`config.mk`:
```
export PLATFORM = sky130hd
export DESIGN_NAME = counter_param
export DESIGN_NICKNAME = d
export VERILOG_FILES = /design/src/rtl/counter_param.sv
export SDC_FILE = /design/constraint.sdc
export NUM_CORES = 1
export LEC_CHECK = 0
export BUFFER_PORTS_ARGS = -buffer_cell sky130_fd_sc_hd__buf_2
export CORE_ASPECT_RATIO = 1.1
export CORE_MARGIN = 10
export CORE_UTILIZATION = 41
export CTS_BUF_LIST = sky130_fd_sc_hd__clkbuf_4 sky130_fd_sc_hd__clkbuf_8 sky130_fd_sc_hd__clkbuf_16
export CTS_CLUSTER_SIZE = 28
export DETAILED_ROUTE_END_ITERATION = 10
export PLACE_DENSITY = 0.73
export SYNTH_ARGS = -nofsm -noshare
export SYNTH_HDL_FRONTEND = slang
export SYNTH_SLANG_ARGS = --single-unit
```
`constraint.sdc`:
```
create_clock -name clk -period 3.2 [get_ports clk]
set_input_delay 0.64 -clock clk [delete_from_list [all_inputs] [get_ports clk]]
set_output_delay 0.64 -clock clk [all_outputs]
set_load 0.01 [all_outputs]
```
`src/rtl/counter_param.sv`:
```
// counter_param
//   Parametrised up/down counter for credit, occupancy and pointer tracking.
//   Each cycle the counter can reload a new base, add a step and subtract a
//   step. The result either wraps modulo MAX_VALUE+1 or clamps to
//   [0, MAX_VALUE]. Overflow and underflow are sticky flags. is_max and
//   is_zero are registered, so they line up with value.
//
// Ports
//   clk            in   1           clock, rising edge
//   rst            in   1           asynchronous reset, active-high
//   reinit         in   1           use initial_value as the base this cycle
//   initial_value  in   WIDTH       reload value, clamped to MAX_VALUE
//   incr_valid     in   1           qualifies incr
//   incr           in   STEP_WIDTH  increment amount
//   decr_valid     in   1           qualifies decr
//   decr           in   STEP_WIDTH  decrement amount
//   clear_flags    in   1           clears overflow/underflow (a new set wins)
//   value          out  WIDTH       registered count
//   value_next     out  WIDTH       combinational next count
//   overflow       out  1           sticky: a result exceeded MAX_VALUE
//   underflow      out  1           sticky: a result went below zero
//   is_max         out  1           registered value == MAX_VALUE
//   is_zero        out  1           registered value == 0
//
// Handshake: incr_valid/decr_valid qualify their amounts for a single cycle.
// There is no ready signal, because every qualified step is consumed at the
// next rising edge.
module counter_param #(
  parameter int WIDTH       = 4,
  parameter int STEP_WIDTH  = 2,
  parameter int MAX_VALUE   = 2**WIDTH - 1,
  parameter int SATURATE    = 0,
  parameter int RESET_VALUE = 0
) (
  input  logic                  clk,
  input  logic                  rst,
  input  logic                  reinit,
  input  logic [WIDTH-1:0]      initial_value,
  input  logic                  incr_valid,
  input  logic [STEP_WIDTH-1:0] incr,
  input  logic                  decr_valid,
  input  logic [STEP_WIDTH-1:0] decr,
  input  logic                  clear_flags,
  output logic [WIDTH-1:0]      value,
  output logic [WIDTH-1:0]      value_next,
  output logic                  overflow,
  output logic                  underflow,
  output logic                  is_max,
  output logic                  is_zero
);

  // Two guard bits hold base + step (at most 2*MAX_VALUE) and base - step
  // (at least -MAX_VALUE) without truncation.
  localparam int SW = WIDTH + 2;
  localparam logic signed [SW-1:0] MAX_S = SW'(MAX_VALUE);
  localparam logic signed [SW-1:0] MOD_S = SW'(MAX_VALUE + 1);
  localparam logic [WIDTH-1:0]     MAX_U = WIDTH'(MAX_VALUE);
  localparam logic [WIDTH-1:0]     RST_U = WIDTH'(RESET_VALUE);

  logic [WIDTH-1:0]     value_q, value_d;
  logic                 ovf_q, ovf_d;
  logic                 unf_q, unf_d;
  logic                 is_max_q, is_max_d;
  logic                 is_zero_q, is_zero_d;

  logic signed [SW-1:0] init_s;
  logic signed [SW-1:0] base_s;
  logic signed [SW-1:0] inc_s;
  logic signed [SW-1:0] dec_s;
  logic signed [SW-1:0] sum_s;
  logic signed [SW-1:0] result_s;
  logic                 step_active;
  logic                 sum_over;
  logic                 sum_under;

  always_comb begin
    init_s = signed'(SW'(initial_value));
    if (init_s > MAX_S) begin
      init_s = MAX_S;
    end
    base_s = reinit     ? init_s : signed'(SW'(value_q));
    inc_s  = incr_valid ? signed'(SW'(incr)) : '0;
    dec_s  = decr_valid ? signed'(SW'(decr)) : '0;
    // The net step is applied in one go, so the intermediate is never checked.
    sum_s  = base_s + inc_s - dec_s;

    sum_over  = (sum_s > MAX_S);
    sum_under = sum_s[SW-1];

    result_s = sum_s;
    if (sum_over) begin
      result_s = (SATURATE != 0) ? MAX_S : (sum_s - MOD_S);
    end else if (sum_under) begin
      result_s = (SATURATE != 0) ? '0 : (sum_s + MOD_S);
    end

    step_active = reinit | incr_valid | decr_valid;
    value_d     = step_active ? result_s[WIDTH-1:0] : value_q;

    // A flag set in the same cycle takes priority over clear_flags.
    ovf_d = (step_active & sum_over)  | (ovf_q & ~clear_flags);
    unf_d = (step_active & sum_under) | (unf_q & ~clear_flags);

    is_max_d  = (value_d == MAX_U);
    is_zero_d = (value_d == '0);
  end

  always_ff @(posedge clk or posedge rst) begin
    if (rst) begin
      value_q   <= RST_U;
      ovf_q     <= 1'b0;
      unf_q     <= 1'b0;
      is_max_q  <= (RST_U == MAX_U);
      is_zero_q <= (RST_U == '0);
    end else begin
      value_q   <= value_d;
      ovf_q     <= ovf_d;
      unf_q     <= unf_d;
      is_max_q  <= is_max_d;
      is_zero_q <= is_zero_d;
    end
  end

  assign value      = value_q;
  assign value_next = value_d;
  assign overflow   = ovf_q;
  assign underflow  = unf_q;
  assign is_max     = is_max_q;
  assign is_zero    = is_zero_q;

endmodule
```
==> metrics.md <==
| Metric | Value |
|---|---|
| Post-route non-filler standard cell count | `117` |
| # fillers | `100` |
| Routed len/inst | `14.32 µm` |
| CTS Root Cell | `clkbuf_4` |
| Min Tclk post-route | `3149 ps` |
| Cell total after placement | `111` |
| Vias in the first global route | `624` |
| Mapped cell area | `629.4 µm²` |
| Post-synth top area share | `27.83%` |
| Fin crit share | `98.40%` |
| Fraction of layout cells with a size suffix above 1 | `53.47%` |
| Core footprint | `1401 µm²` |
| Simple-gate portion of the synthesized area | `9.543%` |
| Vias | `563` |
| Max Fclk | `317.6 MHz` |
| Synth-to-layout area growth | `52.09%` |
| Reg area | `201.4 µm²` |
| DR vias/cell | `4.812` |
| Diode count | `0` |
| Worst Setup End Kind | `output pin` |
| FF-to-FF setup slack | `750 ps` |
| Post-synthesis adder-cell area fraction | `20.28%` |
| Seq/Total Area, Yosys | `32.01%` |
| Final worst slack | `51.30 ps` |
| Top sig layer | `met4` |
| Total congestion overflow | `0` |
| Wl on met1 | `601 µm` |
| Power, Total | `0.8649 mW` |
| Final WL | `1675 µm` |
| Syn avg cell area | `10.15 µm²` |
| CTS tree | `yes` |
| Final Skew | `8.887 ps` |
| Xor and xnor area share after synthesis | `2.783%` |
| CTS Buf Count | `3` |
| Initial Util | `44.91%` |
| Compound-Gate Fraction of Synth Area | `15.51%` |
| CTS Hold Bufs | `0` |
| Final Hold Viols | `0` |
| Maximum VDD drop | `0.0006424 V` |
| Pin count of the biggest net entering global routing | `10` |
| Max Slew Vio Count | `0` |
| Met2 wire len | `948 µm` |
| Number of nets in the layout | `125` |
| DR DRC count | `0` |
| Pwr Density | `903.6 nW/µm²` |
| Worst min path class | `primary input to async pin` |
| Synth top area cells | `dfrtp_1 (28%), ha_1 (14%), inv_1 (8.3%), mux2i_1 (8.0%), fa_1 (6.4%)` |
| Worst slew margin | `65.13%` |
| List of most frequent post-synthesis cells | `inv_1 (14), dfrtp_1 (7), ha_1 (7)` |
| Cell variety after synth | `25` |
| Dpl hpwl | `1290 µm` |
| IO Pins | `26` |
| Critical path class | `primary input to output pin` |
| Initial antenna violation count | `0` |
| Leak | `0.4987 nW` |
| GRT Overall Usage | `9.548%` |
| Max Cap Viol | `0` |
| # setup viols final | `0` |
| H-tree levels | `1` |
| RePlAce Congestion | `0.7011` |
| Clk Latency, worst-skew pair | `250 ps` |
| EDFF count, synth | `0` |
| First-pass GRT wire length | `2608 µm` |
| Mapped Cells | `62` |
| Mux share of post-synthesis cell area | `9.742%` |
| Die area | `3504 µm²` |
| RSZ-0062 raised after global routing | `yes` |
| Worst path required time | `2560 ps` |
| Site Rows | `14` |
| Port Buf Inserts | `25` |
| Synthesized flop and latch total | `8` |
| Fraction of registers with async set or reset after synthesis | `100.0%` |
| Synth Flop Type | `dfrtp_1` |
| CP startpoint kind | `primary input` |
| Most common cell in the netlist | `inv_1` |
| Total number of yosys warnings | `0` |
| # clock sinks | `8` |
| Clk buf depth | `2` |
| Die X | `57.36 µm` |
| CP max FO | `2` |
| Leading area contributor after synthesis | `dfrtp_1` |
| Post-DRT Antenna Nets | `0` |
| Worst-path clk slew | `60 ps` |
| Largest family of logic cells by synthesized area | `adder cells` |
| Drt first pass iters | `4` |
| Multi-input gate area | `416.7 µm²` |
| Worst Max-Slew Pin Slew | `521.4 ps` |
| Synthesized Nets | `85` |
| Iteration-0 DRC Markers | `3` |
| Pre-CTS WS | `-146.4 ps` |
| Status | `finished, final reports clean` |
| Met3 wire length | `93 µm` |
| CP Data Arrival Time | `2510 ps` |
| Die H | `61.09 µm` |
| Setup tns final | `0 ps` |
## cells by family (layout without fill, tap and decap cells)
| logic type | count (synthesis) | after routing |
|---|---|---|
| compound gates | 13 | 13 |
| xor+xnor | 2 | 2 |
| fa+ha+maj | 9 | 9 |
| buf+inv | 15 | 54 |
| flops | 8 | 8 |
| mux | 6 | 6 |
| simple gates | 9 | 9 |
## registers in the layout, summed over array words and instances (netlist names)
register and flops:
value 4, is_max 1, is_zero 1, overflow 1, underflow 1
## worst max-delay path: stages
cell and delay [ps]:
buf_6 80, mux2i_2 210, fa_1 440, inv_2 100, ha_4 200, a21o_1 190, a2111oi_4 350, a211oi_2 70
inv_1 110, buf_6 110
## worst paths after layout
check	cells past startpoint	start	end
setup / recovery	10	reinit	value_next[3]
hold / removal	2	rst	underflow
setup reg to reg	9	value[1]	is_max
hold reg to reg	2	overflow	overflow
max in group asynchronous	2	rst	is_zero
min in group clk	2	overflow	overflow
## per-layer routing
metal	GRT usage [%]	vias up
met3	2.469	4
met1	7.898	255
met4	7.047	0
met5	0	-
li1	-	292
met2	19.17	12
## power by group
part | internal (mW) | total, mW | switching, mW
Clock | 0.0560 | 0.0875 | 0.0315
Sequential | 0.150 | 0.179 | 0.0287
Combinational | 0.310 | 0.599 | 0.289
## repair_timing
| action | in CTS | in global routing |
|---|---|---|
| setup endpoints to repair | 2 | 3 |
| buffers inserted | 1 | 1 |
| resized for setup | 9 | 8 |
| pin swaps | 6 | 5 |
## area by class of cell
class,instances,area share (%)
Multi-Input combinational cell,39,43.53
Timing Repair Buffer,36,24.71
Sequential cell,8,21.05
Inverter,14,5.490
Clock buffer,4,3.137
Tap cell,16,2.092
## per-stage QoR
step	utilization, %	cell area (µm²)	hold slack, ps
detailed placement	59.29	830.8	522.0
CTS	65.09	912.1	312.7
global placement	59.29	830.8	515.0
global route	68.30	957.2	315.7
finish	68.30	957.2	311.5
floorplan	-	629.4	454.9
## placed cells by master, fill, tap and decap left out, types with 2 or more instances in the layout
| cell | n |
|---|---|
| mux2i_1 | 4 |
| ha_1 | 5 |
| dfrtp_1 | 7 |
| a211oi_2 | 2 |
| nand2_1 | 2 |
| a21oi_1 | 3 |
| buf_6 | 5 |
| clkbuf_4 | 4 |
| buf_4 | 10 |
| inv_2 | 2 |
| inv_1 | 12 |
| buf_2 | 21 |
(Power assumes the default switching activity.)
